**src/rtl/cpu_defs.sv**
```systemverilog
// Shared definitions for the instruction fetch slice: reset vector,
// NOP encoding, fetch FSM state encoding and small address helpers.
package cpu_defs;

   localparam logic [31:0] RESET_PC_DEFAULT = 32'h0000_0000;
   localparam logic [31:0] NOP_INSTR        = 32'h0000_0000;
   localparam logic [31:0] INSTR_BYTES      = 32'd4;

   typedef enum logic {
      BOOT = 1'b0,
      RUN  = 1'b1
   } fetch_state_t;

   // Next sequential instruction address; wraps modulo 2^32.
   function automatic logic [31:0] pc_plus4(input logic [31:0] pc);
      return pc + INSTR_BYTES;
   endfunction

   // Force a byte address onto a word boundary.
   function automatic logic [31:0] word_align(input logic [31:0] addr);
      return {addr[31:2], 2'b00};
   endfunction

   // True when a target address is not word aligned.
   function automatic logic is_misaligned(input logic [31:0] addr);
      return (addr[1:0] != 2'b00);
   endfunction

endpackage

```
**src/rtl/if_id_reg.sv**
```systemverilog
// IF/ID pipeline register: captures a fetched instruction and its PC+4.
// flush kills the valid bit but keeps the payload; hold is implicit when
// neither load nor flush is asserted.
module if_id_reg
   import cpu_defs::*;
(
   input  logic        clk,
   input  logic        rst,
   input  logic        load,
   input  logic        flush,
   input  logic [31:0] instr_in,
   input  logic [31:0] pc4_in,
   output logic [31:0] if_instr,
   output logic [31:0] if_pc4,
   output logic        if_valid
);

   logic [31:0] instr_reg;
   logic [31:0] instr_next;
   logic [31:0] pc4_reg;
   logic [31:0] pc4_next;
   logic        valid_reg;
   logic        valid_next;

   // Select load / flush / hold for the register contents; flush wins.
   always_comb begin
      instr_next = instr_reg;
      pc4_next   = pc4_reg;
      valid_next = valid_reg;
      if (flush) begin
         valid_next = 1'b0;
      end else if (load) begin
         instr_next = instr_in;
         pc4_next   = pc4_in;
         valid_next = 1'b1;
      end
   end

   // Register update with synchronous reset to a NOP bubble.
   always_ff @(posedge clk) begin
      if (rst) begin
         instr_reg <= NOP_INSTR;
         pc4_reg   <= 32'h0000_0000;
         valid_reg <= 1'b0;
      end else begin
         instr_reg <= instr_next;
         pc4_reg   <= pc4_next;
         valid_reg <= valid_next;
      end
   end

   assign if_instr = instr_reg;
   assign if_pc4   = pc4_reg;
   assign if_valid = valid_reg;

endmodule

```
**src/rtl/fetch_unit.sv**
```systemverilog
// Instruction fetch stage: owns the PC, a BOOT/RUN sequencer, the fetch
// counter and the sticky misaligned-redirect flag, and feeds the IF/ID
// register. imem_addr comes straight from the PC register.
module fetch_unit
   import cpu_defs::*;
#(
   parameter logic [31:0] RESET_PC = RESET_PC_DEFAULT
)(
   input  logic        clk,
   input  logic        rst,
   input  logic        stall,
   input  logic        redirect,
   input  logic [31:0] redirect_pc,
   output logic [31:0] imem_addr,
   input  logic [31:0] imem_instr,
   output logic [31:0] if_instr,
   output logic [31:0] if_pc4,
   output logic        if_valid,
   output logic        misalign,
   output logic [31:0] fetch_count
);

   fetch_state_t state_reg;
   fetch_state_t state_next;

   logic [31:0] pc_reg;
   logic [31:0] pc_next;
   logic [31:0] count_reg;
   logic [31:0] count_next;
   logic        misalign_reg;
   logic        misalign_next;

   logic        ifid_load;
   logic        ifid_flush;
   logic [31:0] seq_pc;

   assign seq_pc = pc_plus4(pc_reg);

   // State register: BOOT after reset, RUN thereafter.
   always_ff @(posedge clk) begin
      if (rst) begin
         state_reg <= BOOT;
      end else begin
         state_reg <= state_next;
      end
   end

   // Next-state logic: BOOT lasts exactly one cycle.
   always_comb begin
      state_next = state_reg;
      case (state_reg)
         BOOT:    state_next = RUN;
         RUN:     state_next = RUN;
         default: state_next = BOOT;
      endcase
   end

   // Output/datapath control: redirect beats stall, stall beats fetch.
   always_comb begin
      pc_next       = pc_reg;
      count_next    = count_reg;
      misalign_next = misalign_reg;
      ifid_load     = 1'b0;
      ifid_flush    = 1'b0;
      case (state_reg)
         BOOT: begin
            // Redirects are ignored here; keep the IF/ID slot empty.
            ifid_flush = 1'b1;
         end
         RUN: begin
            if (redirect) begin
               pc_next    = word_align(redirect_pc);
               ifid_flush = 1'b1;
               if (is_misaligned(redirect_pc)) begin
                  misalign_next = 1'b1;
               end
            end else if (!stall) begin
               pc_next    = seq_pc;
               count_next = count_reg + 32'd1;
               ifid_load  = 1'b1;
            end
         end
         default: begin
            ifid_flush = 1'b1;
         end
      endcase
   end

   // PC, fetch counter and sticky misalign flag.
   always_ff @(posedge clk) begin
      if (rst) begin
         pc_reg       <= RESET_PC;
         count_reg    <= 32'h0000_0000;
         misalign_reg <= 1'b0;
      end else begin
         pc_reg       <= pc_next;
         count_reg    <= count_next;
         misalign_reg <= misalign_next;
      end
   end

   if_id_reg u_if_id_reg (
      .clk      (clk),
      .rst      (rst),
      .load     (ifid_load),
      .flush    (ifid_flush),
      .instr_in (imem_instr),
      .pc4_in   (seq_pc),
      .if_instr (if_instr),
      .if_pc4   (if_pc4),
      .if_valid (if_valid)
   );

   assign imem_addr   = pc_reg;
   assign misalign    = misalign_reg;
   assign fetch_count = count_reg;

endmodule

```
**config.mk**
```make
export PLATFORM = sky130hd
export DESIGN_NAME = fetch_unit
export DESIGN_NICKNAME = d
export VERILOG_FILES = /design/src/rtl/cpu_defs.sv /design/src/rtl/if_id_reg.sv /design/src/rtl/fetch_unit.sv
export SDC_FILE = /design/constraint.sdc
export NUM_CORES = 1
export LEC_CHECK = 0
export CAP_MARGIN = 25
export CORE_MARGIN = 3
export CORE_UTILIZATION = 50
export DETAILED_ROUTE_END_ITERATION = 8
export PLACE_DENSITY = 0.95
export SYNTH_ARGS = -nofsm -noshare
export SYNTH_HDL_FRONTEND = slang
export SYNTH_SLANG_ARGS = --single-unit
```
**constraint.sdc**
```tcl
create_clock -name clk -period 3.2 [get_ports clk]
set_input_delay 0.32 -clock clk [delete_from_list [all_inputs] [get_ports clk]]
set_output_delay 0.32 -clock clk [all_outputs]
set_load 0.02 [all_outputs]
```
; ---- Word level (Yosys, flattened, before mapping)
; Cells that the tools add are included.
[word_totals]
inputBits = 68
output_inout_bits = 130
ff_bits = 131
elab_cells = 28
[classes]
mux = 8
bitwise = 4
add_sub_neg = 2
n_eq_ne = 1
reduce_logical = 6
[op_table]
columns = cell, n
row1 = 32-bit 2-to-1 mux, 2
row2 = 32-bit by 1-bit adder with 32-bit output (second input constant), 1
row3 = 32-bit by 3-bit adder with 32-bit output (second input constant), 1
row4 = 3-bit AND reduction, 2
row5 = 1-bit 2-to-1 mux, 5
row6 = 1-bit NOT, 4
row7 = 2-bit AND reduction, 2
row8 = 2-bit by 1-bit inequality test with 1-bit output (second input constant), 1
row9 = 1-bit one-hot mux with 2 select lines, 1
row10 = 2-bit nonzero test, 1
row11 = 2-bit OR reduction, 1

; ---- Logic depth before layout (Yosys ltp)
; Gate-level depths: netlist of the first run.
[depth]
word_depth = 4
mapped_depth = 7
mapped_depth_nobuf = 6

; ---- Cells and area by module
; From an unflattened synthesis of the first run, not the netlist that was laid out.
[unflattened]
cells_unflattened = 838
hier_area_um2 = 7323.3
[by_module_without_submodules]
columns = module, n_inst, area_each_um2, cells_each, seq_area_each_um2
row1 = fetch_unit, 1, 4262.8, 543, 1281.2
row2 = if_id_reg, 1, 3060.4, 295, 1301.2

; ---- Worst setup path after synthesis of the first run
; No wires, ideal clock.
[synth_timing]
kind = register -> register
start = reg pc_reg[2], in the netlist imem_addr[2]
end = reg pc_reg[28], in the netlist imem_addr[28]
arrival_ns = 2.199
required_time_ns = 3.070
synth_period_minus_slack_ns = 2.329
slack_ns = 0.871
path_stages_with_launch = 8
setup_time_ns = 0.130
n_path_buf = 1
path_cell_list = dfxtp_1 > ha_1 > nand3_1 > or4_4 > buf_6 > or4_4 > a221oi_2 > a211oi_1
[synth_via]
elab_chain_len = 3
[synth_rtl]
columns = element, line
row1 = "start, declared", fetch_unit.sv:26  ; logic [31:0] pc_reg;
row2 = "start signal, assigned", fetch_unit.sv:96  ; pc_reg <= pc_next;
row3 = 32-bit by 3-bit adder with 32-bit output, cpu_defs.sv:16  ; return pc + INSTR_BYTES;
row4 = 32-bit 2-to-1 mux, fetch_unit.sv:77  ; end else if (!stall) begin
row5 = 32-bit 2-to-1 mux, fetch_unit.sv:71  ; if (redirect) begin
; No other way between the ends. The select of a mux whose other input is x is not followed.
; A chain may end at the register's enable or synchronous reset.

; ---- Worst setup path after layout of the first run
[layout_timing]
start = reg pc_reg[2], in the netlist imem_addr[2]
end = reg pc_reg[26], in the netlist imem_addr[26]
; Same word-level chain as after synthesis.

==> results of run 1 <==
layout make-up:
cell class                 instances  area [um^2]  share of cell area, %
timing repair buffer             202         1992                  23.66
tap                              143        178.9                  2.125
sequential                       127         2542                  30.20
multi-input combinational        551         3119                  37.05
clock inverter                     6        30.03                 0.3567
clock buffer                      26        519.2                  6.167
inverter                          10        37.54                 0.4458
power breakdown:
part	leakage, nW	internal, mW	switching [mW]
sequential	1.03	1.64	0.0615
clock	0.280	1.10	0.665
combinational	1.60	0.234	0.248
worst max path at each step:
stage / start / end / cells past startpoint
global route: imem_addr[2] / imem_addr[26] / 6
CTS: imem_addr[2] / imem_addr[28] / 6
finish: imem_addr[2] / imem_addr[26] / 6
detailed placement: stall / fetch_count[20] / 6
global placement: stall / fetch_count[20] / 6
floorplan: imem_addr[2] / imem_addr[28] / 7
per-layer routing:
metal	wire, um	vias up	part of all wire [%]	global-route usage (%)
li1	-	2959	-	-
met1	6964	2941	38	32.19
met2	9046	378	50	46.14
met3	1654	57	9.1	6.841
met4	549	0	3.0	12.36
met5	0	-	0	0
cells by family (layout without fill, tap and decap cells):
kind of cell,count (synthesis),count (layout)
AOI/OAI and AO/OA,175,175
other,1,4
xor gates and xnor gates,49,49
muxes,12,12
DFF,127,127
adders and majority gates,2,2
buffers and inverters,70,244
and+or+nand+nor,309,309
cells in the final DEF (no fill, tap or decap), types with 11 or more instances in the layout:
cell type and count:
nand2_1 113, xnor2_1 23, and3_1 15, a21oi_1 73
nand3_1 27, a211oi_1 14, nor2_1 65, clkbuf_16 17
nand4_1 29, dfxtp_1 127, xor2_1 26, o21ai_0 48
a31oi_1 11, clkdlybuf4s50_1 191, a22oi_1 11
per-stage QoR:
step                setup WS [ns]  cells  power (mW)  utilization (%)
CTS                        0.7427   1065       3.971            72.80
detailed placement         0.5934   1033       2.209            68.05
floorplan                  0.8706    748       1.976                -
global route               0.5532   1065       4.081            72.80
finish                     0.7303   1065       3.951            72.80
global placement           0.6864   1033       2.196            68.05
worst max-delay path: stages, from the launching register on:
cell     delay, ns
dfxtp_1       0.51
ha_1          0.36
nand3_1       0.18
or2_2         0.37
nor4_1        0.52
mux2_2        0.40
nor2_1        0.08
==> impl_summary.txt, run 1 <==
----------------------------------------------------
[Routing]
  Total wire length ... 18.21 mm
  Via density per instance ... 5.948
  Wire length per cell ... 17.10 um
  Detailed-routing iteration count for the pre-antenna-repair pass ... 5
  DRC violation count after routing ... 0
  Final antenna-violating net count ... 0
  Number of vias after detailed routing ... 6335
  DRT iter0 DRCs ... 516

[Clock tree]
  Number of clock buffers inserted by TritonCTS ... 17
  Resize count post-CTS ... 0
  CTS Sinks ... 127
  Number of buffers between clock root and the deepest sink ... 2
  Clock-pin slew on the worst setup and hold paths ... 0.05 ns
  Clock latency reported for the late side of the worst-skew pair ... 0.42 ns
  Setup bufs post-CTS ... 0
  Hold buffer count at CTS ... 0
  Root buf cell ... clkbuf_16
  Number of H-tree levels ... 4
  CTS tree ... done

[Floorplan]
  Core outline area ... 11560 um^2
  Total die area ... 13330 um^2
  Floorplan die height ... 115.5 um
  Site row count ... 39
  Initial core utilization ... 51.81%
  Die W ... 115.5 um
  IO Count ... 198

[Pwr]
  Worst voltage drop across the vdd grid ... 0.3934 mV
  Power density of the placed cells ... 469.3 nW/um^2
  Static power due to leakage ... 2.910 nW

[Yosys]
  Largest family of logic cells by synthesized area ... simple AND/OR/NAND/NOR gates
  Area fraction in compound gates after synthesis ... 17.02%
  Register area share after synthesis ... 42.43%
  Number of flops mapped to enable cells by yosys ... 0
  Simple-gate area share of the yosys netlist ... 25.06%
  Main area contributors after synthesis ... dfxtp_1 42%, nand2_1 7.1%, a21oi_1 6.1%, nor2_1 4.1%, o21ai_0 4.0%
  Post-Synthesis Mean Instance Area ... 8.043 um^2
  Cell Area, Synth ... 5992 um^2
  Leading cell types by count after synthesis ... 127 x dfxtp_1, 113 x nand2_1, 73 x a21oi_1
  Dominant cell by count in the synthesized netlist ... dfxtp_1
  Most frequently used flop master after synthesis ... dfxtp_1
  Fraction of synthesized cell area taken by the top area cell type ... 42.43%
  Synth async-reset ratio ... 0%
  Fraction of the mapped netlist area in adder cells ... 0.4176%
  XOR/XNOR share of the synthesized area ... 7.162%
  Mux contribution to synthesized area ... 2.088%
  Post-Syn Instances ... 745
  Number of register bits inferred by synthesis ... 127
  Synth area leader ... dfxtp_1
  Synth Warn # ... 0
  Number of different library cells in the post-synthesis netlist ... 53

[Hold path]
  Endpoint, Worst Hold ... misalign
  Type of the tightest min-delay check ... register to register
  Hold Path Stages ... 2
  Min-delay src ... misalign

[Timing]
  # setup viols final ... 0
  Setup TNS ... 0 ns
  Worst clock skew ... 0.009879 ns
  Final clock period utilization by the worst path ... 77.18%
  Relative slew slack ... 45.98%
  WHS ... 0.4522 ns
  Peak clock frequency supported by timing ... 0.4049 GHz
  Tmin final ... 2.470 ns
  Max-slew violation total from the final report ... 0
  Final count of hold timing violations ... 0
  Slew at the pin with the worst max-slew slack ... 0.8094 ns
  Setup repair after global routing missed its margin ... false

[Global routing]
  Maximum number of pins on one net before global-route repair ... 61
  Grt ovf ... 0
  All-layer global routing usage ... 27.10%
  Antenna violations before repair ... 0
  First-pass GRT wire length ... 29.07 mm
  Vias in the first global route ... 5935

[Setup path]
  Depth of the most critical reg-to-reg path ... 6
  Flop-to-flop setup slack ... 0.73 ns
  Required time at the endpoint of the critical path ... 3.55 ns
  Type of destination of the critical path ... register
  End of the worst register-to-register path ... imem_addr[26]
  Type of the worst setup path ... register to register
  Worst Path Max Fanout ... 9
  Critical path startpoint category ... register
  Data arrival time of the worst path ... 2.82 ns
  Startpoint of the worst register-to-register path ... imem_addr[2]

[Place]
  Placement-stage cell area ... 7870 um^2
  Final RePlAce weighted congestion ... 0.8636
  Port Buffers ... 193
  Placed wire-length estimate ... 12.47 mm

[Layout]
  Area of all placed cells without fillers ... 8419 um^2
  Antenna Cells ... 0
  # nets final ... 979
  FILL cells ... 812
  Share of cells above drive strength 1 ... 5.965%
  Post-synthesis to final-layout area growth ... 40.51%

[Outcome]
  Outcome ... finished, final reports clean

[Job]
  Max-cap viol count ... 0

----------------------------------------------------
Power figures use the tool's default switching activity.
==> run 2, diff against run 1 <==
--- a/config.mk
+++ b/config.mk
@@ -7,9 +7,9 @@
 export LEC_CHECK = 0
 export CAP_MARGIN = 25
 export CORE_MARGIN = 3
-export CORE_UTILIZATION = 50
+export CORE_UTILIZATION = 46
 export DETAILED_ROUTE_END_ITERATION = 8
-export PLACE_DENSITY = 0.95
+export PLACE_DENSITY = 0.92
 export SYNTH_ARGS = -nofsm -noshare
 export SYNTH_HDL_FRONTEND = slang
 export SYNTH_SLANG_ARGS = --single-unit
==> constraint.sdc (replaced) <==
create_clock -name clk -period 2.3 [get_ports clk]
set_input_delay 0.23 -clock clk [delete_from_list [all_inputs] [get_ports clk]]
set_output_delay 0.23 -clock clk [all_outputs]
set_load 0.02 [all_outputs]
==> impl_summary.txt, run 2 (synthesis gave the netlist of run 1 again) <==
----------------------------------------------------
[Pwr]
  Switching component of the power ... 1.459 mW
  Part of the power in combinational logic ... 11.8%
  Sw Ratio ... 24.18%
  Sequential power share ... 38.9%
  Clk network pwr share ... 49.3%
  Worst voltage drop across the vdd grid ... 0.4281 mV
  Cell-internal power ... 4.575 mW
  Static power due to leakage ... 3.082 nW
  Power density of the placed cells ... 686.9 nW/um^2
  Final total power ... 6.034 mW

[Layout]
  Layout Cells excl Fill ... 1117
  Post-layout util ... 69.33%
  Share of cells above drive strength 1 ... 8.783%
  Post-synthesis to final-layout area growth ... 46.61%
  # nets final ... 1002
  Highest-count cells in the layout ignoring fill and taps ... 191 x clkdlybuf4s50_1, 125 x dfxtp_1, 113 x nand2_1
  Most common library cell in the layout ignoring fill and taps ... clkdlybuf4s50_1
  Area of all placed cells without fillers ... 8785 um^2
  Antenna Cells ... 0
  FILL cells ... 966

[Clock tree]
  Hold buffer count at CTS ... 0
  Clock latency reported for the late side of the worst-skew pair ... 0.42 ns
  Number of buffers between clock root and the deepest sink ... 2
  CTS Sinks ... 127
  Setup bufs post-CTS ... 0
  Clock-pin slew on the worst setup and hold paths ... 0.06 ns
  Resize count post-CTS ... 0
  Number of H-tree levels ... 4
  CTS tree ... done
  Root buf cell ... clkbuf_16
  Number of clock buffers inserted by TritonCTS ... 17

[Setup path]
  Critical path startpoint category ... register
  Depth of the most critical reg-to-reg path ... 6
  Worst Path Max Fanout ... 7
  Required time at the endpoint of the critical path ... 2.64 ns
  Series of cell instances along the critical path ... ha_1, and4bb_2, nand2_1, or4_1, or3_1, a21oi_1
  Crit-path max cell delay ... 0.62 ns
  Cell type of the slowest stage on the worst timing path ... or4_1
  Data arrival time of the worst path ... 2.46 ns
  Type of destination of the critical path ... register
  Type of the worst setup path ... register to register

[Place]
  Final RePlAce weighted congestion ... 0.8733
  Placed Cells incl. Taps ... 1085
  Placement-stage cell area ... 8132 um^2
  Port Buffers ... 193
  Placed wire-length estimate ... 12.48 mm

[Floorplan]
  Floorplan die height ... 120.1 um
  IO Count ... 198
  Total die area ... 14430 um^2
  Initial core utilization ... 47.29%
  Die W ... 120.1 um
  Core outline area ... 12670 um^2
  Site row count ... 41

[Timing]
  Setup TNS ... 0 ns
  Setup repair after global routing missed its margin ... false
  Relative slew slack ... 47.21%
  Tmin final ... 2.119 ns
  Max-slew violation total from the final report ... 0
  Final clock period utilization by the worst path ... 92.15%
  Slew at the pin with the worst max-slew slack ... 0.7910 ns
  Worst clock skew ... 0.007767 ns
  Final count of hold timing violations ... 0
  # setup viols final ... 0
  Peak clock frequency supported by timing ... 0.4718 GHz

[Routing]
  Via density per instance ... 5.600
  Final antenna-violating net count ... 0
  DRC violation count after routing ... 0
  Total wire length ... 18.40 mm
  Wire length per cell ... 16.47 um
  Number of vias after detailed routing ... 6255
  Detailed-routing iteration count for the pre-antenna-repair pass ... 5
  DRT iter0 DRCs ... 593

[Outcome]
  Outcome ... finished, final reports clean

[Hold path]
  Hold Path Stages ... 5
  Type of the tightest min-delay check ... primary input to register

[Global routing]
  Maximum number of pins on one net before global-route repair ... 108
  Antenna violations before repair ... 0
  First-pass GRT wire length ... 30.10 mm
  Vias in the first global route ... 6082
  All-layer global routing usage ... 25.51%
  Grt ovf ... 0

[Job]
  Max-cap viol count ... 0

----------------------------------------------------
run 2: final timing paths:
kind                                                from                        to  slack, ns
worst min-delay path                            redirect            fetch_count[1]       0.32
worst max register to register            fetch_count[0]           fetch_count[28]       0.18
worst min register to register  u_if_id_reg.if_instr[29]  u_if_id_reg.if_instr[29]       0.45
worst max-delay path                      fetch_count[0]           fetch_count[28]       0.18
run 2: metrics by stage:
step	worst slack (ns)	hold slack, ns
after floorplan	0.05926	0.3660
after global placement	0.1336	0.4387
after detailed placement	0.09521	0.4479
after CTS	0.1835	0.3056
after global routing	0.04560	0.3441
final	0.1805	0.3171
run 2: area by class of cell:
class,count,area (um^2),area share (%)
flip-flops and latches,127,2545,28.97
clock inverters,14,214.0,2.436
clock buffers,18,439.2,4.999
multi-input cells,551,3119,35.51
well taps,172,215.2,2.450
inverters,10,37.54,0.4273
repair buffers,225,2215,25.21
run 2: power groups by stage:
stage | clock network (mW) | registers (mW) | logic (mW)
final | 2.97 | 2.35 | 0.712
after CTS | 3.00 | 2.35 | 0.710
after global routing | 3.09 | 2.36 | 0.762
after detailed placement | 0 | 2.39 | 0.705
after floorplan | 0 | 2.47 | 0.279
after global placement | 0 | 2.39 | 0.694
run 2: per-layer routing:
layer / wire length [um] / vias to the layer above / track usage [%]
met1: 7489 / 2882 / 30.29
met2: 8901 / 321 / 43.13
li1: - / 3008 / -
met4: 551 / 0 / 11.67
met3: 1459 / 44 / 6.645
met5: 0 / - / 0
run 2: worst max-delay path: cells and delay by family (launching register included):
family                     cells  cell delay (ns)
adders and majority gates      1             0.17
DFF                            1             0.41
AOI/OAI and AO/OA              1             0.18
and+or+nand+nor                4             1.28
